`config.mk`:
```
export PLATFORM = sky130hd
export DESIGN_NAME = instruction_memory_loadable_flat
export DESIGN_NICKNAME = d
export VERILOG_FILES = /design/src/rtl/imem_pkg.sv /design/src/rtl/instruction_memory_loadable_if.sv /design/src/rtl/imem_ram_1r1w.sv /design/src/rtl/instruction_memory_loadable.sv /design/src/flat_wrapper.sv
export SDC_FILE = /design/constraint.sdc
export NUM_CORES = 1
export LEC_CHECK = 0
export ABC_CLOCK_PERIOD_IN_PS = 3200
export CORE_MARGIN = 3
export CORE_UTILIZATION = 45
export DETAILED_ROUTE_END_ITERATION = 7
export SYNTH_ARGS = -nofsm -noshare
export SYNTH_HDL_FRONTEND = slang
export SYNTH_SLANG_ARGS = --single-unit
```
`constraint.sdc`:
```
create_clock -name clk -period 3.2 [get_ports clk]
set_input_delay 0.64 -clock clk [delete_from_list [all_inputs] [get_ports clk]]
set_output_delay 0.64 -clock clk [all_outputs]
set_load 0.05 [all_outputs]
```
`src/rtl/imem_pkg.sv`:
```
// Shared definitions for the loadable instruction memory: FSM state type and
// nibble-CPU opcode constants used to build test programs.
package imem_pkg;

  typedef enum logic [1:0] {
    ST_CLEAR = 2'd0,
    ST_IDLE  = 2'd1,
    ST_LOAD  = 2'd2,
    ST_RUN   = 2'd3
  } imem_state_t;

  // Nibble-CPU opcodes (upper nibble of an instruction word)
  localparam logic [3:0] OP_NOP = 4'h0;
  localparam logic [3:0] OP_LDI = 4'h3;
  localparam logic [3:0] OP_JMP = 4'hA;

endpackage

```
`src/rtl/instruction_memory_loadable_if.sv`:
```
// Load/fetch bus of the loadable instruction memory.
//  master: program loader + CPU fetch stage (drives load_start, ld_*, fetch_en/addr)
//  slave : the memory (drives ld_ready, fetch_data/valid, busy, loaded, load_count)
interface instruction_memory_loadable_if #(
  parameter int unsigned DATA_W = 8,
  parameter int unsigned ADDR_W = 5
);
  logic              load_start;
  logic              ld_valid;
  logic [DATA_W-1:0] ld_data;
  logic              ld_last;
  logic              ld_ready;
  logic              fetch_en;
  logic [ADDR_W-1:0] fetch_addr;
  logic [DATA_W-1:0] fetch_data;
  logic              fetch_valid;
  logic              busy;
  logic              loaded;
  logic [ADDR_W:0]   load_count;

  modport master (
    output load_start, ld_valid, ld_data, ld_last, fetch_en, fetch_addr,
    input  ld_ready, fetch_data, fetch_valid, busy, loaded, load_count
  );

  modport slave (
    input  load_start, ld_valid, ld_data, ld_last, fetch_en, fetch_addr,
    output ld_ready, fetch_data, fetch_valid, busy, loaded, load_count
  );
endinterface

```
`src/rtl/imem_ram_1r1w.sv`:
```
// Plain synchronous RAM: one write port, one registered read port.
// The array is not reset; the owner clears it by writing.
//  clk         clock
//  we/waddr/wdata  write port
//  re/raddr        read enable/address; rdata updates one cycle later, holds when re=0
module imem_ram_1r1w #(
  parameter int unsigned DATA_W = 8,
  parameter int unsigned ADDR_W = 5,
  parameter int unsigned DEPTH  = 32
) (
  input  logic              clk,
  input  logic              we,
  input  logic [ADDR_W-1:0] waddr,
  input  logic [DATA_W-1:0] wdata,
  input  logic              re,
  input  logic [ADDR_W-1:0] raddr,
  output logic [DATA_W-1:0] rdata
);

  logic [DATA_W-1:0] mem [DEPTH];

  // Write and registered read
  always_ff @(posedge clk) begin
    if (we) begin
      mem[waddr] <= wdata;
    end
    if (re) begin
      rdata <= mem[raddr];
    end
  end

endmodule

```
`src/rtl/instruction_memory_loadable.sv`:
```
// Run-time loadable instruction store for the nibble CPU.
// A byte-stream load port fills the memory after it has been zero-cleared;
// the CPU then reads it through a 1-cycle registered fetch port.
//  clk    clock, rising edge
//  rst_n  synchronous active-low reset (re-clears memory)
//  bus    slave side of instruction_memory_loadable_if (load + fetch ports,
//         busy/loaded/load_count status)
module instruction_memory_loadable
  import imem_pkg::*;
#(
  parameter int unsigned DATA_W = 8,
  parameter int unsigned ADDR_W = 5,
  parameter int unsigned DEPTH  = 32
) (
  input logic                          clk,
  input logic                          rst_n,
  instruction_memory_loadable_if.slave bus
);

  localparam logic [ADDR_W-1:0] LAST_PTR  = ADDR_W'(DEPTH - 1);
  localparam logic [ADDR_W:0]   DEPTH_CNT = (ADDR_W + 1)'(DEPTH);

  imem_state_t       state_q;
  logic [ADDR_W-1:0] ptr_q;
  logic              reload_q;   // CLEAR entered via load_start -> continue to LOAD
  logic              zero_q;     // force fetch_data to 0 (reset / out-of-range fetch)

  logic              accept_c;
  logic              fetch_hit_c;
  logic              oor_c;
  logic              we_c;
  logic [DATA_W-1:0] wdata_c;
  logic [DATA_W-1:0] rdata_c;

  // ld_ready is high exactly in LOAD, so it doubles as the state qualifier
  assign accept_c    = bus.ld_valid && bus.ld_ready;
  assign fetch_hit_c = (state_q == ST_RUN) && bus.fetch_en;
  assign oor_c       = {1'b0, bus.fetch_addr} >= DEPTH_CNT;
  assign we_c        = (state_q == ST_CLEAR) || accept_c;
  assign wdata_c     = (state_q == ST_CLEAR) ? '0 : bus.ld_data;

  imem_ram_1r1w #(
    .DATA_W (DATA_W),
    .ADDR_W (ADDR_W),
    .DEPTH  (DEPTH)
  ) u_ram (
    .clk   (clk),
    .we    (we_c),
    .waddr (ptr_q),
    .wdata (wdata_c),
    .re    (fetch_hit_c && !oor_c),
    .raddr (bus.fetch_addr),
    .rdata (rdata_c)
  );

  // RAM output is already registered; zero_q masks it after reset and for out-of-range reads
  assign bus.fetch_data = zero_q ? '0 : rdata_c;

  // Control FSM with registered status outputs
  always_ff @(posedge clk) begin
    if (!rst_n) begin
      state_q         <= ST_CLEAR;
      ptr_q           <= '0;
      reload_q        <= 1'b0;
      zero_q          <= 1'b1;
      bus.ld_ready    <= 1'b0;
      bus.fetch_valid <= 1'b0;
      bus.busy        <= 1'b1;
      bus.loaded      <= 1'b0;
      bus.load_count  <= '0;
    end else begin
      bus.fetch_valid <= fetch_hit_c;
      if (fetch_hit_c) begin
        zero_q <= oor_c;
      end

      case (state_q)
        ST_CLEAR: begin
          if (ptr_q == LAST_PTR) begin
            ptr_q <= '0;
            if (reload_q) begin
              state_q      <= ST_LOAD;
              bus.ld_ready <= 1'b1;
            end else begin
              state_q  <= ST_IDLE;
              bus.busy <= 1'b0;
            end
          end else begin
            ptr_q <= ptr_q + ADDR_W'(1);
          end
        end

        ST_IDLE: begin
          if (bus.load_start) begin
            state_q        <= ST_CLEAR;
            reload_q       <= 1'b1;
            bus.busy       <= 1'b1;
            bus.load_count <= '0;
          end
        end

        ST_LOAD: begin
          if (accept_c) begin
            if (bus.load_count != DEPTH_CNT) begin
              bus.load_count <= bus.load_count + (ADDR_W + 1)'(1);
            end
            // Last slot ends the load regardless of ld_last; ptr never wraps
            if (bus.ld_last || (ptr_q == LAST_PTR)) begin
              state_q      <= ST_RUN;
              ptr_q        <= '0;
              bus.ld_ready <= 1'b0;
              bus.busy     <= 1'b0;
              bus.loaded   <= 1'b1;
            end else begin
              ptr_q <= ptr_q + ADDR_W'(1);
            end
          end
        end

        ST_RUN: begin
          if (bus.load_start) begin
            state_q        <= ST_CLEAR;
            reload_q       <= 1'b1;
            bus.busy       <= 1'b1;
            bus.loaded     <= 1'b0;
            bus.load_count <= '0;
          end
        end

        default: begin
          state_q <= ST_CLEAR;
          ptr_q   <= '0;
        end
      endcase
    end
  end

endmodule

```
`src/flat_wrapper.sv`:
```
// flat-port wrapper written by rule: the top's interface ports become plain ports
module instruction_memory_loadable_flat import imem_pkg::*;
#(
  parameter int unsigned DATA_W = 8,
  parameter int unsigned ADDR_W = 5,
  parameter int unsigned DEPTH  = 32
)
  (clk, rst_n, bus_load_start, bus_ld_valid, bus_ld_data, bus_ld_last, bus_fetch_en, bus_fetch_addr, bus_ld_ready, bus_fetch_data, bus_fetch_valid, bus_busy, bus_loaded, bus_load_count);
  instruction_memory_loadable_if #(.DATA_W(DATA_W), .ADDR_W(ADDR_W)) bus_i ();
  input logic clk;
  input logic rst_n;
  input wire logic [$bits(bus_i.load_start)-1:0] bus_load_start;
  input wire logic [$bits(bus_i.ld_valid)-1:0] bus_ld_valid;
  input wire logic [$bits(bus_i.ld_data)-1:0] bus_ld_data;
  input wire logic [$bits(bus_i.ld_last)-1:0] bus_ld_last;
  input wire logic [$bits(bus_i.fetch_en)-1:0] bus_fetch_en;
  input wire logic [$bits(bus_i.fetch_addr)-1:0] bus_fetch_addr;
  output wire logic [$bits(bus_i.ld_ready)-1:0] bus_ld_ready;
  output wire logic [$bits(bus_i.fetch_data)-1:0] bus_fetch_data;
  output wire logic [$bits(bus_i.fetch_valid)-1:0] bus_fetch_valid;
  output wire logic [$bits(bus_i.busy)-1:0] bus_busy;
  output wire logic [$bits(bus_i.loaded)-1:0] bus_loaded;
  output wire logic [$bits(bus_i.load_count)-1:0] bus_load_count;
  assign bus_i.load_start = bus_load_start;
  assign bus_i.ld_valid = bus_ld_valid;
  assign bus_i.ld_data = bus_ld_data;
  assign bus_i.ld_last = bus_ld_last;
  assign bus_i.fetch_en = bus_fetch_en;
  assign bus_i.fetch_addr = bus_fetch_addr;
  assign bus_ld_ready = bus_i.ld_ready;
  assign bus_fetch_data = bus_i.fetch_data;
  assign bus_fetch_valid = bus_i.fetch_valid;
  assign bus_busy = bus_i.busy;
  assign bus_loaded = bus_i.loaded;
  assign bus_load_count = bus_i.load_count;
  instruction_memory_loadable #(.DATA_W(DATA_W), .ADDR_W(ADDR_W), .DEPTH(DEPTH)) u_core (.clk(clk), .rst_n(rst_n), .bus(bus_i));
endmodule
```
# Word level (Yosys, flattened, before mapping)
# Memory sizes are Yosys's and may differ from the RTL's. A register that Yosys moved wholly into a read port is not among the register bits.
# Cells that the tools add are included.
dict set report word_totals {
  mem_bits_rw 256
  reg_bits 19
  wordCells 72
  output_inout_bits 18
  in_bits 19
  n_memories 1
}
# name words word_bits read_ports rd_clocked_by_memory_dff wr line
set mem_list {}
lappend mem_list {u_core.u_ram.mem 32 8 1 1 1 imem_ram_1r1w.sv:20} ;# logic [DATA_W-1:0] mem [DEPTH];
dict set report classes {
  n_reduce_logical 16
  addsub 2
  muxes 31
  n_eq_ne 13
}
# operator n
set ops {}
lappend ops {{6-bit two-way mux} 3}
lappend ops {{8-bit two-way mux} 2}
lappend ops {{5-bit two-way mux} 3}
lappend ops {{1-bit two-way mux} 12}
lappend ops {{6-bit case mux with 2 select lines} 1}
lappend ops {{4-bit AND reduction} 3}
lappend ops {{2-bit two-way mux} 5}
lappend ops {{2-bit by 1-bit != test with 1-bit output, second input constant} 5}
lappend ops {{5-bit case mux with 2 select lines} 1}
lappend ops {{5-bit AND reduction} 2}
lappend ops {{6-bit by 1-bit adder with 6-bit output, second input constant} 1}
lappend ops {{2-bit != test, second input constant} 3}
lappend ops {{6-bit != test, second input constant} 1}
lappend ops {{2-bit case mux with 3 select lines} 1}
lappend ops {{2-bit nonzero test} 3}
lappend ops {{5-bit by 1-bit adder with 5-bit output, second input constant} 1}
lappend ops {{5-bit == test, second input constant} 1}
lappend ops {{2-bit == test, second input constant} 2}
lappend ops {{1-bit case mux with 2 select lines} 2}
lappend ops {{2-bit AND reduction} 2}
lappend ops {{1-bit case mux with 3 select lines} 1}
lappend ops {{2-bit by 1-bit == test with 1-bit output, second input constant} 1}
lappend ops {{1-bit logical AND} 2}
lappend ops {{2-bit logical NOT} 1}
lappend ops {{2 further kinds} 3}

# Logic depth before layout (Yosys ltp)
# Gate-level depths: netlist (run 1).
dict set report depth {
  ltp_word 5
  mapped_depth 8
  ltp_nobuf 8
}

# Modules after synthesis
# A second synthesis (run 1) with hierarchy kept.
dict set report hier_totals {
  cells_unflattened 546
  hier_area_um2 11252.0
}
# module area_each_um2 cells_per_inst n_inst
set modules_own_cells {}
lappend modules_own_cells {imem_ram_1r1w 10133.5 417 1}
lappend modules_own_cells {instruction_memory_loadable 1118.6 129 1}

# Worst setup path before layout (run 1)
# No wires, ideal clock.
dict set report synth_timing {
  kind {input port to flip-flop}
  startpoint {input port bus_fetch_addr[2]}
  endpoint {register u_core.u_ram.rdata[0] (read register of u_core.u_ram.mem), data pin}
  path_buffers 2
  t_arrival_ns 2.322
  slack_ns 0.618
  t_required_ns 2.940
  stages 5
  setup_ns 0.260
  cell_sequence {clkbuf_1 -> clkbuf_1 -> mux4_2 -> mux4_2 -> mux2_2}
}
# item line
set synth_lines {}
lappend synth_lines {{start, declared} flat_wrapper.sv:17} ;# input wire logic [$bits(bus_i.fetch_addr)-1:0] bus_fetch_addr;
lappend synth_lines {{end, declared} imem_ram_1r1w.sv:17} ;# output logic [DATA_W-1:0] rdata

# Final worst setup path (run 1)
dict set report layout_timing {
  startpoint {register u_core.zero_q}
  endpoint {output port bus_fetch_data[3]}
}
dict set report layout_via {
  elab_chain_len 1
}
# item line
set layout_lines {}
lappend layout_lines {{start, declared} instruction_memory_loadable.sv:26} ;# logic zero_q;
lappend layout_lines {{start signal, assigned} instruction_memory_loadable.sv:74} ;# zero_q <= oor_c;
lappend layout_lines {{8-bit two-way mux} instruction_memory_loadable.sv:57} ;# assign bus.fetch_data = zero_q ? '0 : rdata_c;
lappend layout_lines {{end, declared} flat_wrapper.sv:19} ;# output wire logic [$bits(bus_i.fetch_data)-1:0] bus_fetch_data;
# No other way between the ends.

==> results of run 1 <==
-- power breakdown --
group          internal [mW]  total, mW  switching [mW]
clock network           1.96       3.26            1.30
logic                  0.176      0.335           0.160
registers               4.03       4.04          0.0113
total                   6.17       7.64            1.47
-- worst max-delay path, stage by stage, from the launching register on --
cell	delay, ps
dfxtp_1	390
nor2b_1	200
clkdlybuf4s50_1	830
-- layout by cell type (no fill, tap or decap), types with 2 or more instances in the layout --
| cell type | instances |
|---|---|
| a21boi_0 | 4 |
| nand3b_1 | 6 |
| clkbuf_8 | 3 |
| clkinvlp_4 | 2 |
| o21ai_0 | 9 |
| clkdlybuf4s50_1 | 34 |
| a211oi_1 | 2 |
| nor2b_2 | 8 |
| a22oi_1 | 2 |
| clkbuf_16 | 29 |
| xor2_1 | 3 |
| edfxtp_1 | 264 |
| a21oi_1 | 6 |
| or3b_2 | 2 |
| or3_1 | 2 |
| nor2b_1 | 15 |
| nand3_1 | 3 |
| buf_4 | 43 |
| clkinv_1 | 3 |
| bufinv_16 | 3 |
| mux2_2 | 8 |
| nand2_1 | 14 |
| mux4_2 | 80 |
| nor3_1 | 3 |
| dfxtp_1 | 19 |
| clkbuf_1 | 6 |
| and3_1 | 3 |
| mux2i_1 | 2 |
| inv_1 | 7 |
| nor2_1 | 43 |
| ha_1 | 8 |
| and2_1 | 2 |
| clkinv_2 | 5 |
| buf_12 | 5 |
-- stage by stage --
| step | total power [mW] | std cells |
|---|---|---|
| 2_1_floorplan | 4.34 | 551 |
| 3_3_place_gp | 4.46 | 932 |
| 3_5_place_dp | 4.46 | 932 |
| 4_1_cts | 7.70 | 983 |
| 5_1_grt | 7.89 | 983 |
| 6_report | 7.64 | 983 |
-- state kept, by name, summed over array words and instances (netlist names), 2 cells and up --
signal / count
u_core.bus.load_count: 6
u_core.ptr_q: 5
u_core.state_q: 2
u_core.u_ram.mem: 256
u_core.u_ram.rdata: 8
-- layout make-up --
type                    instances  area, um2  share of cell area, %
flip-flops and latches        283       8310                   62.9
repair buffers                 83        768                   5.82
clock buffers                  38        790                   5.98
inverters                       7       26.3                  0.199
well taps                     324        405                   3.07
multi-input cells             235       2770                   20.9
clock inverters                13        141                   1.07
-- cell families after synthesis --
| kind of cell | count (synthesis) |
|---|---|
| simple gates | 104 |
| buf+inv | 33 |
| fa+ha+maj | 8 |
| xor+xnor | 4 |
| mux | 90 |
| flops | 283 |
| compound gates | 29 |
-- layer usage --
metal	up-vias	wire length, um
li1	2409	-
met1	2838	10000
met2	160	11500
met3	21	1760
met4	0	323
met5	-	0
-- worst paths after layout --
check / endpoint / slack [ps]
max: bus_fetch_data[3] / 610
min: u_core.reload_q$_SDFFE_PN0P_ / 500
min reg2reg: u_core.reload_q$_SDFFE_PN0P_ / 500
max reg2reg: u_core.bus.busy$_SDFFE_PN1P_ / 1120
==> results by group, run 1 <==
Yosys
  – Top cell types by occurrence after synthesis: 264 x edfxtp_1, 80 x mux4_2, 43 x nor2_1, 23 x nor2b_1, 19 x dfxtp_1
  – Multiplexer share of the synthesized area: approximately 17%
  – Asr flop ratio synth: 0%
  – Post-Synth Simple-Gate Area: 4.62%
  – Post-synth cell types: 38
  – Register area share after synthesis: between 70% and 80%
  – Top cell type's share of synthesized area: a little over two thirds
  – Yosys warnings: 0
  – Largest family of logic cells by synthesized area: multiplexers
  – Synth area leader: edfxtp_1
  – Avg Cell Area, Syn: 20.3 um2
  – Syn nets: between 500 and 600
  – Synth area leaders: edfxtp_1 71%, mux4_2 16%, dfxtp_1 3.4%
  – Post-synthesis instance area: 11,200 um2
  – Compound-Gate Fraction of Synth Area: between 1.5 and 2%
  – Post-Synth Adder-Cell Area: less than 1%
  – FF+latch count, synth: 283
  – Primary FF master, synth: edfxtp_1
  – Count leader, synth: edfxtp_1
  – Syn Inst Count: approximately 550
  – EDFF count, synth: 264
  – Synth Area in XOR/XNOR: 0.313%

Worst setup path
  – Worst r2r src: u_core.ptr_q[1]$_SDFFE_PN0P_
  – Worst setup EP type: output port
  – Crit Path Class: flip-flop to output port
  – Max Fanout on Critical Path: 9
  – Startpoint Class: flip-flop
  – Worst Path Required: ~2600 ps
  – Arrival @ worst endpoint: ~2000 ps
  – CP Launch Point: u_core.zero_q$_SDFFE_PN1P_
  – Reg2Reg Depth: 8

CTS
  – Clock slew seen by the registers of the worst setup and hold paths: around 60 ps
  – Clock Latency Late Sink: between 500 and 600 ps
  – TritonCTS clock tree: built
  – Root buf cell: clkbuf_16
  – Post-CTS Setup Repair Bufs: 0
  – CTS Hold Buffers Added: 0
  – Longest Clk Path Bufs: 3
  – Clock sinks: around 280
  – CTS resizes: 0
  – CTS buffer count: 29
  – Level count of the clock H-tree: 1

GRT
  – Grt met1 use: between 20% and 30%
  – Global routing usage on met3: ~3.6%
  – GR peak layer: met2
  – Overall routing resource usage: between 10% and 20%
  – Vias in the first global route: approximately 5,700
  – Grt total ovfl: 0
  – First-pass GRT wire length: approximately 36,000 um
  – Grt met2 use: between 20 and 30%
  – Initial antenna violation count: 1
  – Largest net degree at the start of global routing: 48

Min path
  – Hold Crit Start: u_core.reload_q$_SDFFE_PN0P_
  – Cells on Worst Hold Path: 1
  – Worst hold path type: flip-flop to flip-flop

Status
  – Status: complete, no violations

STA
  – Hold slack: approximately 500 ps
  – Hold Violations, Final: 0
  – Slew of the pin with the lowest slew margin: slightly below 900 ps
  – RSZ-0062 raised after global routing: false
  – Period utilization: slightly above 80%
  – Fmax achieved: roughly 390 MHz
  – Final Slew Violations: 0
  – Final setup violation count: 0
  – Skew final: between 7 and 8 ps
  – Slew headroom: 41.4%
  – Setup TNS: 0 ps
  – Final worst slack: 613 ps
  – Tmin final: 2590 ps

Route
  – Final WL: 23,700 um
  – Via/cell ratio: approximately 5.5
  – Post-route ant nets: 0
  – DR iter-0 viols: roughly 600
  – Vias: approximately 5,400
  – DRT Pass-1 Iters: 4
  – DRC Markers: 0
  – DR WL/cell: about 24 um

Place
  – DP Area: 12,300 um2
  – Routability-driven placement congestion ratio: slightly above 0.8
  – Detail Placement HPWL: around 15,000 um
  – I/O Buffers: 36
  – Post-place setup slack: around 410 ps

Die
  – Initial Util: around 46%
  – Die Y: 164 um
  – Placeable Area: 24,400 um2
  – Die area: 26,800 um2
  – FP Rows: between 50 and 60
  – Die span in x: approximately 160 um
  – # IOs: 37

Flow run
  – Max-cap violations: 0

Cells and area
  – Layout Nets: 666
  – Layout fillers: around 1,900
  – Synth-to-Final Area Change: 17.8%
  – ANT cells: 0
  – Layout cells sized above 1: about 29%
  – Final core utilization: 54.1%
  – Fin area: 13,200 um2

Power and ir drop
  – Maximum vdd drop: about 0.38 mV
  – Pwr Density: just under 600 nW/um2
  – Leak: between 4 and 5 nW
Note: power is estimated with default switching activity, not from simulation.
==> run 2: changes to the inputs <==
- ABC_CLOCK_PERIOD_IN_PS: 3200 -> 2400
- clock period: 3.2 -> 2.4 ns (I/O delays scaled with it)
==> results by group, run 2 (synthesized netlist as in run 1, its figures left out) <==
STA
  – Final Slew Violations: 0 (unchanged)
  – Period utilization: a little over nine tenths
  – Hold Violations, Final: 0 (unchanged)
  – Final worst slack: 78.0 ps (-535 ps)
  – Tmin final: about 2300 ps
  – Final setup violation count: 0 (unchanged)
  – Slew of the pin with the lowest slew margin: 827 ps (-49.3 ps)
  – Fmax achieved: around 430 MHz
  – RSZ-0062 raised after global routing: false
  – Hold slack: 521 ps (+21.0 ps)
  – Slew headroom: 44.6% (+3.3 points)
  – Skew final: 19.2 ps (+11.5 ps)

GRT
  – Initial antenna violation count: 0 (-1)
  – Vias in the first global route: 5,842 (+2.1%)
  – Largest net degree at the start of global routing: 36 (-25%)
  – Grt met1 use: 26.7% (+0.18 points)
  – Grt total ovfl: 0 (unchanged)
  – Global routing usage on met3: 2.47% (-1.2 points)
  – Grt met2 use: 30.0% (+0.15 points)
  – Overall routing resource usage: 18.3% (-0.15 points)
  – GR peak layer: met2
  – First-pass GRT wire length: 36,200 um (-0.53%)

Die
  – Die area: 26,800 um2 (unchanged)
  – # IOs: 37 (unchanged)
  – Die Y: 164 um (unchanged)
  – FP Rows: 57 (unchanged)
  – Initial Util: 46.0% (unchanged)
  – Die span in x: 164 um (unchanged)
  – Placeable Area: 24,400 um2 (unchanged)

Cells and area
  – Commonest non-fill, non-tap cells in the layout: 264 x edfxtp_1, 80 x mux4_2, 48 x buf_4, 43 x nor2_1, 29 x clkbuf_16
  – Layout Nets: 673 (+1.1%)
  – Max reg flops: 256 (unchanged)
  – Synth-to-Final Area Change: 19.3%
  – ANT cells: 0 (unchanged)
  – Largest Register: u_core.u_ram.mem
  – Most common cell after layout, fill and taps aside: edfxtp_1
  – Largest regs: u_core.u_ram.mem (256), u_core.u_ram.rdata (8), u_core.bus.load_count (6)
  – Layout cells sized above 1: 30.2% (+1.4 points)

Place
  – I/O Buffers: 36 (unchanged)
  – Detail Placement HPWL: 15,200 um (-0.61%)
  – Post-place setup slack: -105 ps (-517 ps)
  – Routability-driven placement congestion ratio: 0.835 (+0.91%)

Worst setup path
  – Critical path buffers and inverters: 1 (unchanged)
  – Worst r2r src: u_core.ptr_q[1]$_SDFFE_PN0P_
  – Reg2Reg Depth: 8 (unchanged)
  – CP Launch Point: u_core.bus.load_count[2]$_SDFFE_PN0P_
  – Worst Path Required: 1920 ps (-640 ps)
  – Crit Path Class: flip-flop to output port
  – Delay-heaviest family, CP: buffers and inverters
  – Max Fanout on Critical Path: 6 (-3)
  – Arrival @ worst endpoint: 1840 ps (-110 ps)
  – Worst setup EP type: output port
  – Startpoint Class: flip-flop
  – Slowest CP cell: clkdlybuf4s50_1
  – Reg2reg end: u_core.bus.busy$_SDFFE_PN1P_
  – Worst reg2reg setup slack: 380 ps (-740 ps)
  – Crit-path cells: clkdlybuf4s50_1
  – CP peak stage delay: 860 ps (+30 ps)

CTS
  – Clock sinks: 283 (unchanged)
  – Level count of the clock H-tree: 1 (unchanged)
  – Clock Latency Late Sink: 540 ps (+20 ps)
  – TritonCTS clock tree: built
  – Root buf cell: clkbuf_16
  – CTS buffer count: 29 (unchanged)
  – Longest Clk Path Bufs: 3 (unchanged)
  – Clock slew seen by the registers of the worst setup and hold paths: 60 ps (about the same)
  – Post-CTS Setup Repair Bufs: 0 (unchanged)

Power and ir drop
  – Overall Power: 10.6 mW (+39%)
  – Leak: 4.47 nW (+3.1%)
  – Maximum vdd drop: 0.518 mV (+38%)
  – Pwr Density: 796 nW/um2 (+38%)

Status
  – Status: complete, no violations

Min path
  – Hold Crit Start: u_core.bus.busy$_SDFFE_PN1P_
  – Cells on Worst Hold Path: 2 (+1)
  – Worst hold path type: flip-flop to flip-flop
  – Endpoint, Worst Hold: u_core.bus.busy$_SDFFE_PN1P_

Route
  – Post-route ant nets: 0 (unchanged)
  – Final WL: 23,600 um (-0.26%)
  – DRC Markers: 0 (unchanged)
  – DR WL/cell: 23.8 um (-1.3%)
  – DRT Pass-1 Iters: 5 (+1)
  – Via/cell ratio: 5.55 (+0.52%)
  – Vias: 5,512 (+1.5%)
  – DR iter-0 viols: 500 (-19%)

Flow run
  – Max-cap violations: 0 (unchanged)
## run 2: tightest hold or removal path: cells and delay by family, from the launching register on
kind	cells	cell delay, ps
AND/OR/NAND/NOR	1	70
AO/OA/AOI/OAI	1	90
flip-flops	1	340
## run 2: report_power, final
group	switching, mW	internal (mW)	leakage [nW]	total, mW
clock	1.83	2.97	0.505	4.79
combinational	0.210	0.248	1.35	0.457
sequential	0.0161	5.37	2.61	5.39
total	2.05	8.59	4.47	10.6
## run 2: through the flow
stage | cell area [um2] | setup TNS, ps | utilization, % | std cells
floorplan | 11200 | 0 | - | 551
global placement | 12400 | -474 | 50.6 | 939
detailed placement | 12400 | -503 | 50.6 | 939
CTS | 13400 | 0 | 54.8 | 993
global route | 13400 | 0 | 54.8 | 993
finish | 13400 | 0 | 54.8 | 993
## run 2: routing by layer
metal	part of all wire, %	wire length [um]
met2	50	11700
met5	0	0
met4	1.7	408
met3	5.7	1340
met1	43	10100
## run 2: layout make-up
| cell class | count | area (um2) |
|---|---|---|
| repair buffers | 90 | 836 |
| clock buffers | 31 | 733 |
| inverters | 7 | 26.3 |
| flip-flops and latches | 283 | 8310 |
| multi-input cells | 235 | 2770 |
| fillers | 1907 | 11000 |
| clock inverters | 23 | 299 |
| well taps | 324 | 405 |
## run 2: how the worst max path moves through the flow
| stage | end | slack (ps) | cells past startpoint |
|---|---|---|---|
| after floorplan | u_core.u_ram.rdata[0]$_DFFE_PP_ | 3 | 5 |
| after global placement | u_core.u_ram.rdata[4]$_DFFE_PP_ | -80 | 5 |
| after detailed placement | u_core.u_ram.rdata[2]$_DFFE_PP_ | -100 | 5 |
| after CTS | bus_load_count[2] | 60 | 1 |
| after global routing | bus_load_count[2] | 20 | 1 |
| final | bus_load_count[2] | 80 | 1 |
## run 2: timing repair
action | 4_1_cts | 5_1_grt
hold buffers | 0 | 0
setup endpoints to repair | 8 | 0
resized for setup | 8 | 0
